[config.mk]
export PLATFORM = sky130hd
export DESIGN_NAME = gate_tt_ref
export DESIGN_NICKNAME = d
export VERILOG_FILES = /design/src/rtl/gate_tt_pkg.sv /design/src/rtl/gate_tt_checker_ref.sv
export SDC_FILE = /design/constraint.sdc
export NUM_CORES = 1
export LEC_CHECK = 0
export CAP_MARGIN = 20
export CORE_AREA = 2 2 39 41
export DETAILED_ROUTE_END_ITERATION = 8
export DIE_AREA = 0 0 41 43
export DONT_BUFFER_PORTS = 1
export PLACE_DENSITY = 0.3
export SETUP_SLACK_MARGIN = 0.15
export SYNTH_ARGS = -nofsm -noshare
export SYNTH_HDL_FRONTEND = slang
export SYNTH_SLANG_ARGS = --single-unit
[constraint.sdc]
create_clock -name vclk -period 3.9
set_input_delay 0.585 -clock vclk [all_inputs]
set_output_delay 0.585 -clock vclk [all_outputs]
set_load 0.1 [all_outputs]
[src/rtl/gate_tt_pkg.sv]
// Shared gate encodings, checker FSM states and the expected-output function.
package gate_tt_pkg;

  localparam logic [2:0] GATE_BUF  = 3'd0;
  localparam logic [2:0] GATE_NOT  = 3'd1;
  localparam logic [2:0] GATE_AND  = 3'd2;
  localparam logic [2:0] GATE_NAND = 3'd3;
  localparam logic [2:0] GATE_OR   = 3'd4;
  localparam logic [2:0] GATE_NOR  = 3'd5;
  localparam logic [2:0] GATE_XOR  = 3'd6;
  localparam logic [2:0] GATE_XNOR = 3'd7;

  typedef enum logic [2:0] {
    ST_IDLE,
    ST_DRIVE,
    ST_SETTLE,
    ST_SAMPLE,
    ST_DONE
  } state_t;

  // Reductions cover only the low n bits of vec; the rest are ignored.
  function automatic logic expected_out(
    input logic [2:0] sel,
    input logic [3:0] vec,
    input int         n
  );
    logic a;
    logic o;
    logic x;
    logic r;
    a = 1'b1;
    o = 1'b0;
    x = 1'b0;
    for (int i = 0; i < 4; i++) begin
      if (i < n) begin
        a = a & vec[i];
        o = o | vec[i];
        x = x ^ vec[i];
      end
    end
    unique case (sel)
      GATE_BUF:  r = vec[0];
      GATE_NOT:  r = ~vec[0];
      GATE_AND:  r = a;
      GATE_NAND: r = ~a;
      GATE_OR:   r = o;
      GATE_NOR:  r = ~o;
      GATE_XOR:  r = x;
      GATE_XNOR: r = ~x;
    endcase
    return r;
  endfunction

endpackage

[src/rtl/gate_tt_checker_ref.sv]
// Combinational reference model of the gate selected by sel.
module gate_tt_ref
  import gate_tt_pkg::*;
#(
  parameter int NUM_IN = 2
) (
  input  logic [2:0]        sel,
  input  logic [NUM_IN-1:0] vec,
  output logic              exp_out
);

  logic [3:0] v4;

  always_comb begin
    v4 = '0;
    v4[NUM_IN-1:0] = vec;
    exp_out = expected_out(sel, v4, NUM_IN);
  end

endmodule

==> results of run 1 <==
## cells in the mapped netlist
cell / instances
ha_1: 2
inv_1: 3
mux4_2: 1
xor2_1: 1
## where the power goes
part | internal [uW] | total, uW | switching, uW
logic | 5.83 | 21.8 | 15.9
registers | 0 | 0 | 0
clock network | 0 | 0 | 0
## cells by family after synthesis
group / after synthesis / share of synthesized area (%)
xor gates and xnor gates: 1 / 13.0
adders and majority gates: 2 / 37.0
buffers and inverters: 3 / 16.7
muxes: 1 / 33.3
## worst max path at each step
| stage | end | slack [ns] | cells after the start |
|---|---|---|---|
| 5_1_grt | exp_out | 1.44 | 5 |
| 2_1_floorplan | exp_out | 0.53 | 4 |
| 6_report | exp_out | 1.50 | 5 |
| 3_5_place_dp | exp_out | 1.49 | 5 |
| 4_1_cts | exp_out | 1.49 | 5 |
| 3_3_place_gp | exp_out | 1.50 | 5 |
## layer usage
| layer | part of all wire (%) | global-route usage [%] |
|---|---|---|
| met1 | 54 | 2.88 |
| met2 | 21 | 2.50 |
| met3 | 24 | 0 |
| met4 | 0 | 0 |
| met5 | 0 | 0 |
## stage by stage
stage,hold WS [ns],util (%),std cells
global placement,1.44,7.41,24
finish,1.44,7.41,24
CTS,1.44,7.41,24
floorplan,1.62,-,7
global route,1.45,7.41,24
detailed placement,1.44,7.41,24
## worst max-delay path: cells and delay by family
kind,cells,cell delay [ns]
XOR/XNOR,1,0.14
buffers and inverters,2,0.32
multiplexers,1,0.51
adder cells (fa/ha/maj),1,0.27
## layout make-up
cell class                      count  area share (%)
Tap cell                           16            19.5
Multi-Input combinational cell      4            62.2
Timing Repair Buffer                1            7.32
Inverter                            3            11.0
==> flow_summary.yaml, run 1 <==
min_path:
  hold_end: "exp_out"
  min_path_type: "in -> out"
  worstHoldPathCells: 2
  min_from: "sel[0]"
yosys:
  yosysTopAreaCell: "ha_1"
  synth_nets: 14
  syn_area_per_cell_um2: 9.65
  ys_seq_area_share_pct: 0
  ys.warnings.count: 0
  syn-instance-count: 7
  synth_area_leaders: "ha_1, mux4_2, inv_1"
  synth_area_um2: 67.6
  synth_cell_types: 4
  synth.top_cell.area_share_pct: 37.0
layout:
  drive_above_1_share_pct: 37.5
  mostFrequentLayoutCells: "inv_1, ha_1, mux4_2, xor2_2, buf_4"
  seq_area_um2: 0
  syn2layout_area_growth_pct: 51.9
  final_area_um2: 103
  clkbuf_count: 0
  fillerInstances: 156
  multi_input_area_um2: 63.8
  antenna_cells: 0
  seq_cells: 0
  final_common_cell: "inv_1"
  fin_nets: 17
placement:
  placed_cell_area_um2: 103
  post-place-ws_ns: 1.49
  io_buffer_count: 0
  gp_congestion: 0.454
  dpl.hpwl_um: 136
sta:
  period_minus_slack_ns: 2.40
  fin_crit_sh_pct: 61.5
  setup_viol: 0
  finalSetupTns_ns: 0
  final-max-slew-violation-count: 0
  finalHoldViolCount: 0
  fmax_ghz: 0.417
  tightest_slew_ns: 0.276
  slew_headroom_pct: 81.7
  rsz0062_at_grt: "false"
  setup_slack_ns: 1.50
power_and_ir_drop:
  p_total_uw: 21.8
  p_per_area_nw_per_um2: 212
  p_leak_uw: 0.0000457
  max-vdd-ir-drop_mv: 0.0412
die:
  io_pins: 6
  die-height_um: 43
  die_w_um: 41
  start_util_pct: 4.88
  die-area_um2: 1760
  rows: 14
  coreArea_um2: 1380
routing:
  via_per_inst: 1.96
  ant_nets: 0
  wl_per_cell_um: 5.33
  wirelength_um: 128
  drtIter0Drc: 0
  drc: 0
  dr.pass1.iters: 1
  vias: 47
cts:
  postCtsSetupBuffers: 0
  cts_resized: 0
  ctsHoldBuffers: 0
worst_setup_path:
  worstSetupStartpoint: "vec[0]"
  slowest_delay_ns: 0.51
  cp.arrival_ns: 1.81
  cp-end-kind: "output pin"
  cpMaxStageDelayCell: "mux4_2"
  path_max_fanout: 3
  worst-setup-path-type: "in -> out"
  crit_chain: "inv_1 -> ha_1 -> mux4_2 -> xor2_2 -> buf_4"
  cp-start-kind: "input port"
  cp.required_ns: 3.31
global_route:
  grt_max_degree: 4
  grt_usage_pct: 1.71
  grt_antenna_before_repair: 0
  grt_pass1_wl_um: 213
  grt_pass1_vias: 63
  grt_overflow: 0
status:
  status: "completed"
flow_run:
  maxCapViolCount: 0
Power figures use the tool's default switching activity.
==> inputs of run 2 (changes only) <==
clock period = 2.2 ns   (was 3.9 ns; I/O delays follow)
==> flow_summary.yaml, run 2 (synthesized netlist as in run 1, its figures left out) <==
status:
  status: "completed"
sta:
  final-max-slew-violation-count: 0
  period_minus_slack_ns: 1.81
  finalHoldViolCount: 0
  rsz0062_at_grt: "false"
  setup_viol: 0
  slew_headroom_pct: 91.1
  tightest_slew_ns: 0.133
  fmax_ghz: 0.552
  fin_crit_sh_pct: 82.3
  finalSetupTns_ns: 0
worst_setup_path:
  cp.arrival_ns: 1.48
  slowest_delay_ns: 0.53
  cpMaxStageDelayCell: "mux4_2"
  critPathCapture: "exp_out"
  crit_chain: "inv_4 -> ha_4 -> mux4_2 -> xor2_4 -> buf_12"
  path_max_fanout: 2
  cp-start-kind: "input port"
  cp.required_ns: 1.87
  worst-setup-path-type: "in -> out"
  worstSetupStartpoint: "vec[1]"
  cp-end-kind: "output pin"
die:
  rows: 14
  die_w_um: 41
  coreArea_um2: 1380
  die-area_um2: 1760
  start_util_pct: 4.88
  io_pins: 6
  die-height_um: 43
flow_run:
  maxCapViolCount: 0
routing:
  drc: 0
  dr.pass1.iters: 2
  ant_nets: 0
  wl_met2_um: 30
  drtIter0Drc: 1
  vias: 49
  wl_per_cell_um: 5.17
  via_per_inst: 2.04
  m1WireLength_um: 32
  met3WireLength_um: 61
  wirelength_um: 124
  highest_layer: "met3"
power_and_ir_drop:
  p_leak_uw: 0.0000502
  p_per_area_nw_per_um2: 379
  max-vdd-ir-drop_mv: 0.0881
global_route:
  grt_max_degree: 4
  grt_overflow: 0
  grt_usage_pct: 1.50
  grt_antenna_before_repair: 0
  grt_pass1_wl_um: 193
  grt_pass1_vias: 59
layout:
  syn2layout_area_growth_pct: 109
  antenna_cells: 0
  drive_above_1_share_pct: 75.0
  fillerInstances: 150
  post-route-util_pct: 10.2
  seq_cells: 0
  seq_area_um2: 0
  fin_nets: 17
  clkbuf_count: 0
placement:
  io_buffer_count: 0
  gp_congestion: 0.462
  dpl.hpwl_um: 140
cts:
  postCtsSetupBuffers: 0
  ctsHoldBuffers: 0
  cts_resized: 0
min_path:
  worstHoldPathCells: 2
  min_path_type: "in -> out"
-- run 2: metrics by stage --
| step | setup slack, ns | instance area (um2) | power, uW | instances | hold slack [ns] |
|---|---|---|---|---|---|
| after floorplan | 0.172 | 101 | 38.6 | 7 | 0.856 |
| final | 0.388 | 141 | 53.6 | 24 | 0.867 |
| after global placement | 0.377 | 141 | 54.1 | 24 | 0.870 |
| after global routing | 0.361 | 141 | 56.5 | 24 | 0.873 |
| after CTS | 0.381 | 141 | 54.3 | 24 | 0.869 |
| after detailed placement | 0.381 | 141 | 54.3 | 24 | 0.869 |
-- run 2: cell type report --
| class | count | area [um2] | area share (%) |
|---|---|---|---|
| tap | 16 | 20.0 | 14.2 |
| multi-input combinational | 4 | 87.6 | 61.9 |
| timing repair buffer | 1 | 20.0 | 14.2 |
| inverter | 3 | 13.8 | 9.73 |
-- run 2: worst min-delay path by stage --
stage,to,start
6_report,exp_out,sel[0]
5_1_grt,exp_out,sel[0]
4_1_cts,exp_out,sel[0]
3_5_place_dp,exp_out,sel[0]
3_3_place_gp,exp_out,sel[0]
2_1_floorplan,exp_out,sel[0]
-- run 2: per-layer routing --
metal  vias up  global-route usage (%)
met2         6                    2.19
met5         -                       0
met4         0                       0
met3         0                    2.09
li1         24                       -
met1        19                    1.28
-- run 2: power by group --
group	switching, uW	internal [uW]
Sequential	0	0
Clock	0	0
Combinational	32.2	21.5
-- run 2: worst max-delay path, delay by kind of cell --
family	cells	cell delay, ns
multiplexers	1	0.53
buffers and inverters	2	0.21
adder cells (fa/ha/maj)	1	0.21
XOR/XNOR	1	0.20
